<file path="config.mk">
export PLATFORM = sky130hd
export DESIGN_NAME = core_run_ctrl
export DESIGN_NICKNAME = d
export VERILOG_FILES = /design/src/rtl/riscv_ctrl_pkg.sv /design/src/rtl/sat_counter.sv /design/src/rtl/core_run_ctrl.sv
export SDC_FILE = /design/constraint.sdc
export NUM_CORES = 1
export LEC_CHECK = 0
export ABC_AREA = 1
export BUFFER_PORTS_ARGS = -buffer_cell sky130_fd_sc_hd__buf_4
export CAP_MARGIN = 20
export CORE_MARGIN = 1.5
export CORE_UTILIZATION = 48
export CTS_BUF_LIST = sky130_fd_sc_hd__clkbuf_4 sky130_fd_sc_hd__clkbuf_8 sky130_fd_sc_hd__clkbuf_16
export DETAILED_ROUTE_END_ITERATION = 6
export GPL_TIMING_DRIVEN = 0
export PLACE_DENSITY = 0.78
export SYNTH_ARGS = -nofsm -noshare
export SYNTH_HDL_FRONTEND = slang
export SYNTH_SLANG_ARGS = --single-unit
</file>
<file path="constraint.sdc">
create_clock -name clk -period 2 [get_ports clk]
set_clock_uncertainty 0.05 [all_clocks]
set_input_delay 0.1 -clock clk [delete_from_list [all_inputs] [get_ports clk]]
set_output_delay 0.1 -clock clk [all_outputs]
set_load 0.02 [all_outputs]
</file>
<file path="src/rtl/riscv_ctrl_pkg.sv">
// -----------------------------------------------------------------------------
// riscv_ctrl_pkg
// Shared types and constants for the core run controller:
//   run_state_e  - controller FSM states (encoding is visible on the state port)
//   halt_cause_e - reason the controller last stopped the core
//   NOP_INSTR    - RV32I canonical NOP (addi x0,x0,0), used as end-of-program
// -----------------------------------------------------------------------------
package riscv_ctrl_pkg;

  typedef enum logic [2:0] {
    ST_IDLE = 3'd0,
    ST_RSTC = 3'd1,
    ST_RUN  = 3'd2,
    ST_HALT = 3'd3,
    ST_STEP = 3'd4,
    ST_DONE = 3'd5
  } run_state_e;

  typedef enum logic [1:0] {
    CAUSE_NONE = 2'd0,
    CAUSE_HALT = 2'd1,
    CAUSE_BP   = 2'd2,
    CAUSE_STEP = 2'd3
  } halt_cause_e;

  localparam logic [31:0] NOP_INSTR = 32'h0000_0013;

endpackage : riscv_ctrl_pkg

</file>
<file path="src/rtl/sat_counter.sv">
// -----------------------------------------------------------------------------
// sat_counter
// Up-counter with synchronous clear and saturation at all-ones.
//   clk_i  - clock (rising edge)
//   rst_i  - asynchronous active-high reset, forces count to zero
//   clr_i  - synchronous clear, has priority over enable
//   en_i   - count enable
//   cnt_o  - current count value
// -----------------------------------------------------------------------------
module sat_counter #(
  parameter int unsigned WIDTH = 32
) (
  input  logic             clk_i,
  input  logic             rst_i,
  input  logic             clr_i,
  input  logic             en_i,
  output logic [WIDTH-1:0] cnt_o
);

  logic [WIDTH-1:0] cnt_q;
  logic [WIDTH-1:0] cnt_d;

  always_comb begin
    cnt_d = cnt_q;
    if (clr_i) begin
      cnt_d = '0;
    end else if (en_i && (cnt_q != '1)) begin
      cnt_d = cnt_q + WIDTH'(1);
    end
  end

  always_ff @(posedge clk_i or posedge rst_i) begin
    if (rst_i) begin
      cnt_q <= '0;
    end else begin
      cnt_q <= cnt_d;
    end
  end

  assign cnt_o = cnt_q;

endmodule : sat_counter

</file>
<file path="src/rtl/core_run_ctrl.sv">
// -----------------------------------------------------------------------------
// core_run_ctrl
// Run controller for a small RISC-V core: holds the core in reset after start,
// lets it run, stops it on halt request / breakpoint / watchdog, supports
// single-stepping from HALT and detects the end-of-program marker.
//
// Parameters
//   RST_CYCLES - cycles core_rst is held after a start from IDLE/DONE
//   MAX_CYCLES - watchdog limit in retired instructions
//   MIN_CYCLES - retired count below which the end marker is ignored
//   END_INSTR  - end-of-program marker instruction
//
// Ports
//   clk       - clock, rising edge
//   reset     - asynchronous active-high reset
//   start     - pulse: restart from IDLE/DONE, resume from HALT
//   halt_req  - level: stop RUN before the current instruction retires
//   step_req  - pulse: retire exactly one instruction from HALT
//   bp_en     - breakpoint enable
//   bp_addr   - breakpoint PC
//   pc        - core PC
//   instr     - instruction currently fetched by the core
//   core_rst  - core held in reset (IDLE, RSTC)
//   core_en   - core retires the current instruction at the next edge
//   state     - FSM encoding
//   cause     - last stop reason (0 none, 1 halt_req, 2 breakpoint, 3 step)
//   cycle_cnt - retired instructions since last start from IDLE/DONE
//   done      - end of program reached
//   timeout   - watchdog expired
// -----------------------------------------------------------------------------
module core_run_ctrl
  import riscv_ctrl_pkg::*;
#(
  parameter int unsigned RST_CYCLES = 3,
  parameter int unsigned MAX_CYCLES = 1000,
  parameter int unsigned MIN_CYCLES = 5,
  parameter logic [31:0] END_INSTR  = NOP_INSTR
) (
  input  logic        clk,
  input  logic        reset,
  input  logic        start,
  input  logic        halt_req,
  input  logic        step_req,
  input  logic        bp_en,
  input  logic [31:0] bp_addr,
  input  logic [31:0] pc,
  input  logic [31:0] instr,
  output logic        core_rst,
  output logic        core_en,
  output logic [2:0]  state,
  output logic [1:0]  cause,
  output logic [31:0] cycle_cnt,
  output logic        done,
  output logic        timeout
);

  run_state_e  state_q,   state_d;
  halt_cause_e cause_q,   cause_d;
  logic        done_q,    done_d;
  logic        timeout_q, timeout_d;
  logic        skip_q,    skip_d;
  logic [31:0] rst_cnt_q, rst_cnt_d;

  logic        cnt_clr;
  logic [31:0] cnt;

  logic        stop_halt;
  logic        stop_bp;
  logic        stop_wd;
  logic        stop;
  logic        end_hit;

  // Stop conditions are only meaningful in RUN; the FSM qualifies them there.
  always_comb begin
    stop_halt = halt_req;
    stop_bp   = bp_en && (pc == bp_addr) && !skip_q;
    // >= rather than == so a count pushed past the limit by stepping still
    // trips the watchdog on resume.
    stop_wd   = (cnt >= 32'(MAX_CYCLES));
    stop      = stop_halt || stop_bp || stop_wd;
    end_hit   = (instr == END_INSTR) && (cnt >= 32'(MIN_CYCLES));
  end

  always_comb begin
    state_d   = state_q;
    cause_d   = cause_q;
    done_d    = done_q;
    timeout_d = timeout_q;
    skip_d    = skip_q;
    rst_cnt_d = rst_cnt_q;
    cnt_clr   = 1'b0;
    core_rst  = 1'b0;
    core_en   = 1'b0;

    unique case (state_q)
      ST_IDLE, ST_DONE: begin
        core_rst = (state_q == ST_IDLE);
        if (start) begin
          state_d   = ST_RSTC;
          rst_cnt_d = '0;
          cnt_clr   = 1'b1;
          done_d    = 1'b0;
          timeout_d = 1'b0;
          cause_d   = CAUSE_NONE;
          skip_d    = 1'b0;
        end
      end

      ST_RSTC: begin
        core_rst = 1'b1;
        if (rst_cnt_q >= 32'(RST_CYCLES - 1)) begin
          state_d = ST_RUN;
        end else begin
          rst_cnt_d = rst_cnt_q + 32'd1;
        end
      end

      ST_RUN: begin
        core_en = !stop;
        if (stop_halt) begin
          state_d = ST_HALT;
          cause_d = CAUSE_HALT;
        end else if (stop_bp) begin
          state_d = ST_HALT;
          cause_d = CAUSE_BP;
        end else if (stop_wd) begin
          state_d   = ST_DONE;
          timeout_d = 1'b1;
        end else begin
          // An instruction retires this cycle, so the resume-at-breakpoint
          // exemption has been used up.
          skip_d = 1'b0;
          if (end_hit) begin
            state_d = ST_DONE;
            done_d  = 1'b1;
          end
        end
      end

      ST_HALT: begin
        if (start) begin
          state_d = ST_RUN;
          skip_d  = 1'b1;
        end else if (step_req) begin
          state_d = ST_STEP;
        end
      end

      ST_STEP: begin
        core_en = 1'b1;
        state_d = ST_HALT;
        cause_d = CAUSE_STEP;
      end

      default: begin
        core_rst = 1'b1;
        state_d  = ST_IDLE;
      end
    endcase
  end

  always_ff @(posedge clk or posedge reset) begin
    if (reset) begin
      state_q   <= ST_IDLE;
      cause_q   <= CAUSE_NONE;
      done_q    <= 1'b0;
      timeout_q <= 1'b0;
      skip_q    <= 1'b0;
      rst_cnt_q <= '0;
    end else begin
      state_q   <= state_d;
      cause_q   <= cause_d;
      done_q    <= done_d;
      timeout_q <= timeout_d;
      skip_q    <= skip_d;
      rst_cnt_q <= rst_cnt_d;
    end
  end

  sat_counter #(
    .WIDTH(32)
  ) u_cycle_cnt (
    .clk_i (clk),
    .rst_i (reset),
    .clr_i (cnt_clr),
    .en_i  (core_en),
    .cnt_o (cnt)
  );

  assign state     = state_q;
  assign cause     = cause_q;
  assign cycle_cnt = cnt;
  assign done      = done_q;
  assign timeout   = timeout_q;

endmodule : core_run_ctrl

</file>
## After elaboration in Yosys (flattened, before gate mapping)

Index checks and enable logic that the tools add are counted.

| word-level totals | value |
|---|---|
| output and inout bits | 41 |
| bits in registers | 72 |
| input port bits | 102 |
| word-level logic and storage cells | 91 |

| cells by class | value |
|---|---|
| mux-type cells | 37 |
| order comparisons | 3 |
| eq/ne operators | 20 |
| reduce and logical (&&, ||, !) cells | 22 |
| $add $sub $neg | 2 |

Operators by type and width:

| kind | count |
|---|---|
| two-way mux 32 bit | 4 |
| adder 32 x 1 -> 32 bit (second input constant) | 2 |
| one-hot mux 32 bit (2 select lines) | 1 |
| equality test 32 bit | 1 |
| equality test 32 x 5 -> 1 bit (second input constant) | 1 |
| greater-or-equal comparator 32 x 10 -> 1 bit (second input constant) | 1 |
| greater-or-equal comparator 32 x 2 -> 1 bit (second input constant) | 1 |
| greater-or-equal comparator 32 x 3 -> 1 bit (second input constant) | 1 |
| != test 32 bit (second input constant) | 1 |
| two-way mux 3 bit | 8 |
| != test 2 bit (second input constant) | 9 |
| one-hot mux 3 bit (5 select lines) | 1 |
| two-way mux 1 bit | 14 |
| AND reduction 6 bit | 2 |
| one-hot mux 1 bit (2 select lines) | 4 |
| equality test 3 x 2 -> 1 bit (second input constant) | 2 |
| equality test 3 bit (second input constant) | 2 |
| two-way mux 2 bit | 3 |
| != test 3 bit (second input constant) | 2 |
| one-hot mux 2 bit (3 select lines) | 1 |
| AND reduction 3 bit | 2 |
| nonzero test 2 bit | 3 |
| nonzero test 3 bit | 2 |
| != test 5 bit (second input constant) | 1 |
| other kinds (10) | 15 |

## Depth between registers and ports, before layout

Gate-level depths: netlist (run 1).

| logic depth | value |
|---|---|
| depth in word-level cells | 10 |
| mapped depth | 15 |
| gate-level depth less buffers | 14 |

## Hierarchy

A second synthesis (run 1) with hierarchy kept.

| second synthesis, totals | value |
|---|---|
| cell total of the unflattened synthesis | 843 |
| area total of the unflattened synthesis | 5205.0 µm² |

By module, submodules not included:

| module | sequential area each (µm²) | instances | area each (µm²) | cells an instance |
|---|---|---|---|---|
| core_run_ctrl | 1001.0 | 1 | 2930.3 | 483 |
| sat_counter | 800.8 | 1 | 2274.7 | 360 |

## Worst setup path after synthesis (run 1)

Ideal clock, no wire load.

| path | value |
|---|---|
| kind | register -> register |
| start | register u_cycle_cnt.cnt_q[0], in the netlist u_cycle_cnt.cnt_o[0] |
| end | register u_cycle_cnt.cnt_q[28], in the netlist u_cycle_cnt.cnt_o[28] |
| required time | 1831 ps |
| setup time | 119 ps |
| slack | -3 ps |
| path buffers | 1 |
| data arrival time | 1834 ps |
| stages on the path, launching flop included | 10 |
| clock period less this slack | 2003 ps |
| cell sequence | dfrtp_1 -> ha_1 -> nand3_2 -> inv_2 -> nand2_2 -> nor4_4 -> nand4_2 -> clkbuf_1 -> nand4_1 -> nand2_1 |

| between the ends | value |
|---|---|
| cells in the longest elaborated chain, start to end | 6 |
| elaborated cells on any way between the ends | 10 |
| classes of those cells | add/sub (1); order compare (1); eq/ne (1); mux (3); reduce/logical (4) |

Ends and longest elaborated chain:

| what | line | RTL |
|---|---|---|
| from (decl) | sat_counter.sv:20 | `logic [WIDTH-1:0] cnt_q;` |
| from (signal assigned) | sat_counter.sv:36 | `cnt_q <= cnt_d;` |
| greater-or-equal comparator 32 x 10 -> 1 bit | core_run_ctrl.sv:79 | `stop_wd = (cnt >= 32'(MAX_CYCLES));` |
| logical OR 1 bit | core_run_ctrl.sv:80 | `stop = stop_halt \|\| stop_bp \|\| stop_wd;` |
| logical NOT 1 bit | core_run_ctrl.sv:119 | `core_en = !stop;` |
| one-hot mux 1 bit (2 select lines) | core_run_ctrl.sv:95 | `unique case (state_q)` |
| logical AND 1 bit | sat_counter.sv:27 | `end else if (en_i && (cnt_q != '1)) begin` |
| nonzero test 2 bit (no source line) | -- |  |

Several ways; a longest one is shown, not always the timed one. The select of a mux whose other input is x is not followed.
A chain may end at the register's enable or synchronous reset.

## Worst setup path in the final report (run 1)

| path | value |
|---|---|
| start | register u_cycle_cnt.cnt_q[31], in the netlist u_cycle_cnt.cnt_o[31] |
| end | output port core_en |

| between the ends | value |
|---|---|
| cells in the longest elaborated chain, start to end | 4 |

Ends and longest elaborated chain:

| what | line | RTL |
|---|---|---|
| greater-or-equal comparator 32 x 10 -> 1 bit | core_run_ctrl.sv:79 |  |
| logical OR 1 bit | core_run_ctrl.sv:80 |  |
| logical NOT 1 bit | core_run_ctrl.sv:119 |  |
| one-hot mux 1 bit (2 select lines) | core_run_ctrl.sv:95 |  |
| to (decl) | core_run_ctrl.sv:49 | `output logic core_en,` |

No other way between the ends.

==> out/qor.csv, run 1 <==
stage;metric;value;unit
cts;root buffer cell;clkbuf_8;
finish;final net count;1022;
timing;RSZ-0062 raised after global routing;yes;
drt;DRC viols;0;
power_and_ir_drop;Clk network pwr share;20.2;%
status;status;finished with violations;
placed_design;GP Congestion;0.9415;
floorplan;Die W;103.9;um
setup_path;CP endpoint kind;output port;
drt;drt via density;5.136;
cts;CTS clock-pin slew for the worst setup and hold paths;0.09;ns
setup_path;Critical Path Source;u_cycle_cnt.cnt_o[31];
power_and_ir_drop;sequential power share;30.0;%
power_and_ir_drop;Comb pwr share;49.7;%
logic_synthesis;Area contributors post-synth;dfrtp_1 (37%), nand2_1 (14%), inv_1 (9.9%);
min_path;worst hold start;step_req;
logic_synthesis;Yosys cell types;29;
timing;setup violators final;32;
floorplan;initial core utilization;49.78;%
drt;via count;5403;
finish;area grow syn2layout;44.15;%
floorplan;I/O pin cnt;143;
grt;total track usage;26.85;%
drt;Post-DRT Antenna Nets;0;
drt;drt first pass iters;7;
flow_run;max cap viols;0;
min_path;Worst Hold Class;in -> reg;
cts;CTS tree;done;
power_and_ir_drop;leakage power;3.745;nW
setup_path;R2R Path Start;u_cycle_cnt.cnt_o[31];
logic_synthesis;Mapped Nets;837;
drt;Initial DRC Count;310;
timing;fmax;469.1;MHz
cts;Clk Latency, worst-skew pair;0.37;ns
timing;PnR worst setup slack;-0.1318;ns
logic_synthesis;cell taking the most area after synthesis;dfrtp_1;
timing;Worst-Margin Slew;0.8662;ns
finish;layout cell share with drive strength beyond 1;32.54;%
logic_synthesis;total number of yosys warnings;0;
setup_path;Worst Path Arrival;1.98;ns
cts;CTS Buffer Depth;2;
grt;global-route wire length before repair;23810;um
timing;fin. max-slew vios;0;
grt;vias in the first global route;5107;
drt;DR WL/cell;14.37;um
power_and_ir_drop;Net Sw Frac;42.80;%
setup_path;crit path max fanout;5;
logic_synthesis;Post-Syn Area;0.004888;mm^2
timing;fin crit period;2.132;ns
floorplan;DIE AREA;0.01080;mm^2
cts;H-tree depth;3;
logic_synthesis;Syn Inst Count;729;
logic_synthesis;mean post-synth cell area;6.706;um^2
timing;slew margin rel.;42.26;%
status;failing checks;setup timing;
setup_path;WP data required;1.85;ns
power_and_ir_drop;internal power;3.227;mW
timing;Tcrit/Tclk final;106.6;%
grt;largest net degree at the start of global routing;73;
timing;setup TNS;-2.967;ns
power_and_ir_drop;Power Density;800.4;mW/mm^2
finish;n_diodes;0;
floorplan;die height;103.9;um
setup_path;Setup crit start kind;register;
grt;total congestion overflow;0;
logic_synthesis;top-area cell type share of the netlist area;36.86;%
placed_design;HPWL Detailed;10650;um
placed_design;Buffers on Ports;142;
logic_synthesis;part of the Yosys area used for sequential elements;36.86;%
cts;clk sinks;72;
setup_path;crit path kind;reg -> out;
power_and_ir_drop;switching power;2.414;mW
logic_synthesis;Seq cells post-synth;72;
floorplan;core box area;0.009819;mm^2
drt;Total Wirelength;15110;um
cts;total CTS buffers;9;
floorplan;Rows;36;
timing;final hold vios;0;
power_and_ir_drop;total power;5.640;mW
power_and_ir_drop;VDD IR-drop max;561.5;uV
grt;initial antenna violation count;0;
==> registers in the layout (all words and copies together) (netlist names) <==
name and count:
timeout 1, cause 2, done 1, u_cycle_cnt.cnt_o 32
skip_q 1, rst_cnt_q 32, state 3
==> metrics by stage <==
step / util, % / hold WS [ns] / area [um^2] / instances / setup slack, ns
after global routing: 71.76 / 0.2217 / 7047 / 1052 / -0.2648
final: 71.76 / 0.2089 / 7047 / 1052 / -0.1318
after global placement: 62.33 / 0.3066 / 6121 / 1004 / -0.7261
after detailed placement: 62.36 / 0.2924 / 6123 / 1004 / -0.3276
after CTS: 66.20 / 0.2023 / 6500 / 1028 / -0.05290
after floorplan: - / 0.1852 / 4888 / 729 / -0.002795
==> final cells by class <==
class                      instances  area [um^2]
tap                              133        166.4
buffer                            18        166.4
fill                             790         2773
multi-input combinational        500         2769
clock inverter                     7        61.31
sequential                        72         1819
inverter                         133        506.7
timing repair buffer             180         1434
clock buffer                       9        123.9
==> cells by family (layout without fill, tap and decap cells) <==
kind of cell | count (synthesis) | in the layout | synth area share (%)
fa+ha+maj | 6 | 6 | 1.536
xor+xnor | 40 | 40 | 7.167
buf+inv | 157 | 347 | 12.72
compound gates | 24 | 24 | 2.457
simple gates | 430 | 430 | 39.26
flops | 72 | 72 | 36.86
==> synth_stat cells <==
| cell | n |
|---|---|
| dfrtp_1 | 72 |
| or2_0 | 1 |
| nand2_2 | 2 |
| buf_2 | 8 |
| nor3_1 | 24 |
| or2_2 | 1 |
| nor2_1 | 106 |
| xnor2_1 | 17 |
| clkbuf_1 | 11 |
| nand2_4 | 1 |
| nand3_2 | 2 |
| inv_2 | 4 |
| buf_6 | 3 |
| xor2_1 | 23 |
| nor2_2 | 2 |
| a21oi_1 | 6 |
| nand4_2 | 1 |
| buf_1 | 2 |
| nand3b_1 | 4 |
| o21ai_0 | 18 |
| and2_1 | 1 |
| nor4_4 | 1 |
| nand2_1 | 179 |
| nor4_1 | 4 |
| inv_1 | 129 |
| nand3_1 | 56 |
| nor3_2 | 1 |
| ha_1 | 6 |
| nand4_1 | 44 |
==> power by group through the flow <==
stage,combinational [mW],clock [mW],sequential [mW]
floorplan,1.19,0,1.78
global placement,1.90,0,1.70
detailed placement,1.95,0,1.71
CTS,2.12,1.15,1.68
global route,3.01,1.22,1.71
finish,2.80,1.14,1.69
==> path summary, 6_finish.rpt <==
path                                              end  slack, ns  cells past startpoint
worst min register to register               cause[0]       0.44                      2
worst min-delay path                         state[0]       0.21                      5
worst max-delay path                          core_en      -0.13                     11
worst max register to register   u_cycle_cnt.cnt_o[4]      -0.12                     14
min in group asynchronous               rst_cnt_q[14]       0.42                      3
max in group asynchronous       u_cycle_cnt.cnt_o[17]       0.85                      3
==> metal layers <==
| metal | vias up | GRT usage, % | part of all wire (%) |
|---|---|---|---|
| met4 | 0 | 10.02 | 2.9 |
| met3 | 40 | 5.890 | 6.3 |
| met5 | - | 0 | 0 |
| met1 | 2501 | 32.53 | 41 |
| met2 | 222 | 46.74 | 49 |
| li1 | 2640 | - | - |
==> worst max-delay path, cell delays in order (launching register included) <==
cell	delay, ns
dfrtp_2	0.47
inv_1	0.07
nand2_1	0.05
nor3_1	0.18
nand2_1	0.10
nor2_2	0.16
nand3_2	0.12
inv_2	0.08
nand3_2	0.08
nand2_4	0.09
buf_6	0.11
buf_6	0.11
==> layout by cell type, fill, tap and decap left out, types with 2 or more instances in the layout <==
cell	Yosys	final
nand2_1	179	171
buf_4	0	171
inv_1	129	123
nor2_1	106	100
dfrtp_1	72	58
nand4_1	44	44
nand3_2	2	33
xor2_1	23	23
nand3_1	56	23
nor3_1	24	21
xnor2_1	17	17
dfrtp_2	0	14
o21ai_0	18	13
buf_6	3	11
clkbuf_8	0	10
nand2_2	2	9
inv_2	4	7
nor2_2	2	6
a21oi_1	6	5
o21ai_1	0	5
clkbuf_2	0	5
nor3_2	1	4
nand3b_1	4	4
nor4_1	4	4
inv_6	0	4
inv_4	0	3
buf_8	0	3
ha_1	6	3
ha_4	0	3
clkbuf_16	0	3
dlygate4sd3_1	0	3
nor2_4	0	2
nand3_4	0	2
clkinvlp_4	0	2
==> timing repair <==
item | 4_1_cts | 5_1_grt
pin swaps | 4 | 44
setup buffers | 11 | 18
endpoints found under the hold margin | 74 | 0
setup endpoints to repair | 41 | 68
hold buffers | 3 | 0
gates cloned | 0 | 6
gates resized for setup | 36 | 91
Note: power is estimated with default switching activity, not from simulation.
==> inputs of run 2 (changes only) <==
--- a/config.mk
+++ b/config.mk
@@ -14,6 +14,7 @@
 export DETAILED_ROUTE_END_ITERATION = 6
 export GPL_TIMING_DRIVEN = 0
 export PLACE_DENSITY = 0.78
+export SETUP_SLACK_MARGIN = 0.05
 export SYNTH_ARGS = -nofsm -noshare
 export SYNTH_HDL_FRONTEND = slang
 export SYNTH_SLANG_ARGS = --single-unit
==> run 2 against run 1 <==
Against the previous run:
- the flow still finishes with violations (setup timing)
- critical endpoint unchanged
- utilization grew 0.83 points
- die area is the same
- non-clock buffer count shrank 2
==> out/qor.csv, run 2 (synthesized netlist as in run 1, its figures left out) <==
stage;metric;value;unit;change
status;status;finished with violations;;unchanged
status;failing checks;setup timing;;unchanged
drt;DR top layer;met4;;unchanged
timing;fin crit period;2.116;ns;was 2.132 ns
cts;H-tree depth;3;;unchanged
placed_design;GP Congestion;0.9427;;was 0.9415
cts;CTS clock-pin slew for the worst setup and hold paths;0.09;ns;about the same
timing;setup TNS;-2.387;ns;was -2.967 ns
power_and_ir_drop;Power Density;821.0;mW/mm^2;was 800.4 mW/mm^2
timing;Tcrit/Tclk final;105.8;%;was 106.6%
timing;fin. max-slew vios;0;;unchanged
flow_run;max cap viols;0;;unchanged
drt;DRC viols;0;;unchanged
floorplan;I/O pin cnt;143;;unchanged
timing;final hold vios;0;;unchanged
timing;slew margin rel.;56.62;%;was 42.26%
drt;drt via density;5.151;;was 5.136
grt;vias in the first global route;4933;;was 5,107
finish;layout cell share with drive strength beyond 1;33.26;%;was 32.54%
finish;sequential cell area;0.001818;mm^2;was 0.001819 mm^2
drt;metal2 WL;7669;um;was 7469 um
placed_design;pre-CTS setup slack;-0.2163;ns;was -0.3276 ns
finish;final core occ;72.59;%;was 71.76%
drt;DR WL/cell;14.34;um;was 14.37 um
grt;largest net degree at the start of global routing;46;;was 73
setup_path;WP data required;1.85;ns;about the same
power_and_ir_drop;total power;5.852;mW;was 5.640 mW
drt;drt first pass iters;5;;was 7
setup_path;Setup crit start kind;register;;unchanged
cts;clk sinks;72;;unchanged
floorplan;Die W;103.9;um;unchanged
finish;final net count;1020;;was 1,022
finish;most frequent cells in the layout;nand2_1 (171), buf_4 (164), inv_1 (121);;was nand2_1 (171), buf_4 (171), inv_1 (123)
floorplan;initial core utilization;49.78;%;unchanged
grt;initial antenna violation count;0;;unchanged
power_and_ir_drop;leakage power;3.761;nW;was 3.745 nW
finish;post-route cell area;0.007128;mm^2;was 0.007047 mm^2
placed_design;DP Cell Count;1005;;was 1,004
setup_path;CP endpoint kind;output port;;unchanged
finish;Layout Cells excl Fill;1050;;was 1,052
finish;area grow syn2layout;45.82;%;was 44.15%
drt;Total Wirelength;15060;um;was 15,110 um
drt;Post-DRT Antenna Nets;0;;unchanged
drt;wire length on met1;6205;um;was 6253 um
grt;global-route wire length before repair;23380;um;was 23,810 um
finish;Multi-input gate area;0.002826;mm^2;was 0.002769 mm^2
cts;Clk Latency, worst-skew pair;0.36;ns;was 0.37 ns
timing;Worst-Margin Slew;0.6508;ns;was 0.8662 ns
floorplan;core box area;0.009819;mm^2;unchanged
grt;total track usage;26.42;%;was 26.85%
floorplan;DIE AREA;0.01080;mm^2;unchanged
placed_design;HPWL Detailed;10810;um;was 10,650 um
cts;root buffer cell;clkbuf_8;;unchanged
min_path;Worst Hold Class;in -> reg;;unchanged
drt;via count;5409;;was 5,403
setup_path;max incr delay on CP;0.42;ns;was 0.47 ns
timing;fmax;472.7;MHz;was 469.1 MHz
grt;total congestion overflow;0;;unchanged
setup_path;crit-path cells;or2_0 > nor2_1 > nand2_1 > nor2_2 > nand3_2 > inv_2 > nand3_2 > nand2_4 > buf_6 > buf_6;;was inv_1 > nand2_1 > nor3_1 > nand2_1 > nor2_2 > nand3_2 > inv_2 > nand3_2 > nand2_4 > buf_6 > buf_6
timing;RSZ-0062 raised after global routing;yes;;unchanged
cts;total CTS buffers;9;;unchanged
setup_path;crit path kind;reg -> out;;unchanged
drt;Initial DRC Count;414;;was 310
placed_design;placed cell areas;0.006147;mm^2;was 0.006123 mm^2
setup_path;Worst Path Arrival;1.97;ns;was 1.98 ns
timing;setup violators final;43;;was 32
setup_path;CP max-delay cell;dfrtp_2;;unchanged
placed_design;Buffers on Ports;142;;unchanged
timing;Min Hold Slack;0.3080;ns;was 0.2089 ns
drt;met3 WL post-DR;888;um;was 959 um
timing;PnR worst setup slack;-0.1156;ns;was -0.1318 ns
cts;CTS tree;done;;unchanged
floorplan;die height;103.9;um;unchanged
floorplan;Rows;36;;unchanged
setup_path;crit path max fanout;2;;was 5
finish;commonest non-fill, non-tap cell in the layout;nand2_1;;
finish;Filler Cells Inserted;793;;was 790
finish;n_diodes;0;;unchanged
power_and_ir_drop;VDD IR-drop max;500.9;uV;was 561.5 uV
cts;CTS Buffer Depth;2;;unchanged
## run 2: final cells by class
cell class | count | area share (%)
Inverter | 133 | 7.162
Timing Repair Buffer | 177 | 20.08
Multi-Input combinational cell | 500 | 39.65
Clock inverter | 7 | 0.8425
Buffer | 19 | 2.686
Sequential cell | 72 | 25.50
Tap cell | 133 | 2.335
Clock buffer | 9 | 1.738
## run 2: worst max-delay path: cells and delay by family (launching register included)
kind	cells	cell delay, ns
buf+inv	3	0.30
flops	1	0.42
simple gates	7	0.89
## run 2: path summary, 6_finish.rpt
check / depth (start not counted) / slack [ns] / start / to
max: 10 / -0.12 / u_cycle_cnt.cnt_o[17] / core_en
min: 5 / 0.31 / step_req / state[0]
max reg2reg: 13 / -0.09 / u_cycle_cnt.cnt_o[17] / u_cycle_cnt.cnt_o[31]
min reg2reg: 2 / 0.45 / rst_cnt_q[19] / rst_cnt_q[19]
max in group asynchronous: 4 / 0.94 / reset / u_cycle_cnt.cnt_o[5]
min in group asynchronous: 3 / 0.33 / reset / rst_cnt_q[19]
## run 2: layer usage
layer | global-route usage, % | up-vias
li1 | - | 2652
met1 | 32.73 | 2524
met2 | 47.11 | 209
met3 | 4.699 | 24
met4 | 7.341 | 0
met5 | 0 | -
## run 2: timing repair
action	4_1_cts	5_1_grt
pin swaps	6	48
gates cloned	0	6
gates resized for setup	34	117
hold buffers	3	0
endpoints found under the setup margin	63	70
hold endpoints to repair	29	0
setup buffers	12	14
## run 2: where the power goes
part / internal [mW] / switching [mW] / leakage, nW / total, mW
combinational: 1.29 / 1.74 / 2.70 / 3.03
sequential: 1.57 / 0.132 / 0.971 / 1.71
clock: 0.472 / 0.645 / 0.0848 / 1.12
total: 3.33 / 2.52 / 3.76 / 5.85
==> inputs of run 3 (changes only) <==
--- a/config.mk
+++ b/config.mk
@@ -6,7 +6,7 @@
 export NUM_CORES = 1
 export LEC_CHECK = 0
 export ABC_AREA = 1
-export BUFFER_PORTS_ARGS = -buffer_cell sky130_fd_sc_hd__buf_4
+export BUFFER_PORTS_ARGS = -buffer_cell sky130_fd_sc_hd__buf_2
 export CAP_MARGIN = 20
 export CORE_MARGIN = 1.5
 export CORE_UTILIZATION = 48
==> run 3 against run 2 <==
Against the previous run:
- the flow still finishes with violations (setup timing)
- hold slack worse by 0.28 ns
- setup slack gained 0.0027 ns
- sequential power is essentially flat
- global-route usage grew 0.82 points
- via count up 3.4%
- sequential share of layout area rose by 0.63 points
- combinational power grew 4%
- sequential cell count stayed put
- cell count rose by 1.3%
- fmax is 0.13% higher
- non-clock buffer count is 14 higher
- critical endpoint unchanged
==> out/qor.csv, run 3 (synthesized netlist as in run 1, its figures left out) <==
stage;metric;value;unit;change
status;failing checks;setup timing;;unchanged
drt;via count;5593;;was 5,409
floorplan;DIE AREA;0.01080;mm^2;unchanged
setup_path;crit-path cells;or2_0 > nor2_1 > nand2_2 > nor2_4 > nand3_4 > inv_2 > nand3_2 > nand2_4 > buf_6 > buf_6;;was or2_0 > nor2_1 > nand2_1 > nor2_2 > nand3_2 > inv_2 > nand3_2 > nand2_4 > buf_6 > buf_6
cts;clk sinks;72;;unchanged
timing;slew margin rel.;70.15;%;was 56.62%
drt;DR WL/cell;14.93;um;was 14.34 um
setup_path;critical path's top delay family;simple AND/OR/NAND/NOR gates;;unchanged
cts;H-tree depth;3;;unchanged
power_and_ir_drop;VDD IR-drop max;629.1;uV;was 500.9 uV
finish;sequential cell area;0.001822;mm^2;was 0.001818 mm^2
min_path;Worst Hold Class;in -> reg;;unchanged
setup_path;crit path max fanout;2;;unchanged
grt;vias in the first global route;5276;;was 4,933
timing;Worst-Margin Slew;0.4437;ns;was 0.6508 ns
timing;RSZ-0062 raised after global routing;yes;;unchanged
flow_run;max cap viols;0;;unchanged
cts;root buffer cell;clkbuf_8;;unchanged
setup_path;Worst Path Arrival;1.96;ns;was 1.97 ns
timing;setup TNS;-1.568;ns;was -2.387 ns
power_and_ir_drop;leakage power;3.732;nW;was 3.761 nW
finish;Multi-input gate area;0.002887;mm^2;was 0.002826 mm^2
cts;Clk Latency, worst-skew pair;0.37;ns;was 0.36 ns
floorplan;Die W;103.9;um;unchanged
drt;drt first pass iters;5;;unchanged
finish;n_diodes;0;;unchanged
setup_path;CP max-delay cell;dfrtp_1;;was dfrtp_2
finish;commonest non-fill, non-tap cell in the layout;nand2_1;;unchanged
setup_path;crit path kind;reg -> out;;unchanged
placed_design;HPWL Detailed;10090;um;was 10,810 um
drt;Total Wirelength;15890;um;was 15,060 um
drt;DRC viols;0;;unchanged
timing;final hold vios;0;;unchanged
setup_path;WP data required;1.85;ns;about the same
setup_path;Setup crit start kind;register;;unchanged
finish;Filler Cells Inserted;800;;was 793
drt;drt via density;5.257;;was 5.151
floorplan;core box area;0.009819;mm^2;unchanged
placed_design;GP Congestion;0.9376;;was 0.9427
timing;setup violators final;33;;was 43
cts;CTS tree;done;;unchanged
cts;total CTS buffers;9;;unchanged
grt;global-route wire length before repair;23910;um;was 23,380 um
cts;CTS Buffer Depth;2;;unchanged
power_and_ir_drop;total power;5.984;mW;was 5.852 mW
status;status;finished with violations;;unchanged
floorplan;Rows;36;;unchanged
setup_path;max incr delay on CP;0.40;ns;was 0.42 ns
finish;layout cell share with drive strength beyond 1;37.92;%;was 33.26%
cts;CTS clock-pin slew for the worst setup and hold paths;0.09;ns;about the same
timing;fin. max-slew vios;0;;unchanged
finish;area grow syn2layout;42.59;%;was 45.82%
setup_path;CP endpoint kind;output port;;unchanged
power_and_ir_drop;Power Density;858.5;mW/mm^2;was 821.0 mW/mm^2
timing;Tcrit/Tclk final;105.6;%;was 105.8%
floorplan;initial core utilization;49.78;%;unchanged
setup_path;crit-path most repeated cell;buf_6;;
grt;largest net degree at the start of global routing;29;;was 46
drt;Initial DRC Count;470;;was 414
timing;fmax;473.3;MHz;was 472.7 MHz
drt;Post-DRT Antenna Nets;0;;unchanged
finish;final net count;1034;;was 1,020
finish;final core occ;70.99;%;was 72.59%
finish;most frequent cells in the layout;nand2_1 (170), buf_2 (143), inv_1 (121);;was nand2_1 (171), buf_4 (164), inv_1 (121)
placed_design;Buffers on Ports;142;;unchanged
timing;PnR worst setup slack;-0.1130;ns;was -0.1156 ns
grt;total congestion overflow;0;;unchanged
floorplan;die height;103.9;um;unchanged
timing;fin crit period;2.113;ns;was 2.116 ns
grt;initial antenna violation count;0;;unchanged
grt;total track usage;27.25;%;was 26.42%
setup_path;Bufs and invs on worst path;3;;unchanged
floorplan;I/O pin cnt;143;;unchanged
==> run 3: changes by cell type in the layout (fill, tap and decap cells not counted), moves of 3 or more <==
cell       previous run  this run
nor2_2                7        30
nand3_2              29        34
buf_4               164        26
nor2_4               10         6
nor2_1               91        72
nand3_1              29        22
clkbuf_16             3         0
dfrtp_1              59        56
dfrtp_2              13        16
buf_6                12        23
buf_2                 0       143
==> run 3: where the power goes <==
group / switching [mW] / internal [mW] / total (mW)
clock network: 0.662 / 0.476 / 1.14
registers: 0.116 / 1.57 / 1.69
logic: 1.88 / 1.27 / 3.16
==> run 3: worst paths after layout <==
| kind | endpoint | start | slack, ns | cells past startpoint |
|---|---|---|---|---|
| setup / recovery | core_en | u_cycle_cnt.cnt_o[16] | -0.11 | 10 |
| hold / removal | cause[0] | halt_req | 0.03 | 3 |
| setup reg to reg | u_cycle_cnt.cnt_o[31] | u_cycle_cnt.cnt_o[1] | -0.08 | 11 |
| hold reg to reg | rst_cnt_q[8] | rst_cnt_q[8] | 0.46 | 2 |
| max in group asynchronous | rst_cnt_q[6] | reset | 0.99 | 5 |
| min in group asynchronous | u_cycle_cnt.cnt_o[24] | reset | 0.24 | 3 |
==> run 3: timing repair <==
item	CTS	global route
endpoints found under the setup margin	63	72
buffers inserted	20	17
hold endpoints to repair	19	0
pin swaps	33	46
gates cloned	6	3
resized for setup	104	93
hold buffers	2	0
==> run 3: cell type report <==
class	count	area share, %
multi-input cells	500	41.41
clock buffers	9	1.777
clock inverters	7	0.8796
well taps	133	2.387
flip-flops and latches	72	26.14
inverters	133	7.395
plain buffers	20	2.980
repair buffers	190	17.03
==> run 3: layer usage <==
layer	routed length [um]	global-route usage, %
met1	6456	32.66
met2	7851	48.01
met5	0	0
met4	513	12.00
met3	1067	4.511
==> run 3: metrics by stage <==
stage,setup WS [ns],instance area (um^2),instances,hold WS (ns)
final,-0.1130,6970,1064,0.02683
after global routing,-0.1728,6970,1064,0.05010
after CTS,-0.06366,6578,1046,0.002835
after detailed placement,-0.2030,5812,1006,0.08533
after global placement,-0.1948,5772,1004,0.3248
after floorplan,0.09133,4895,729,0.1852
==> run 3: worst min-delay path, stage by stage <==
cell and delay (ns):
buf_2 0.13, nand2_1 0.10, nand3_1 0.09
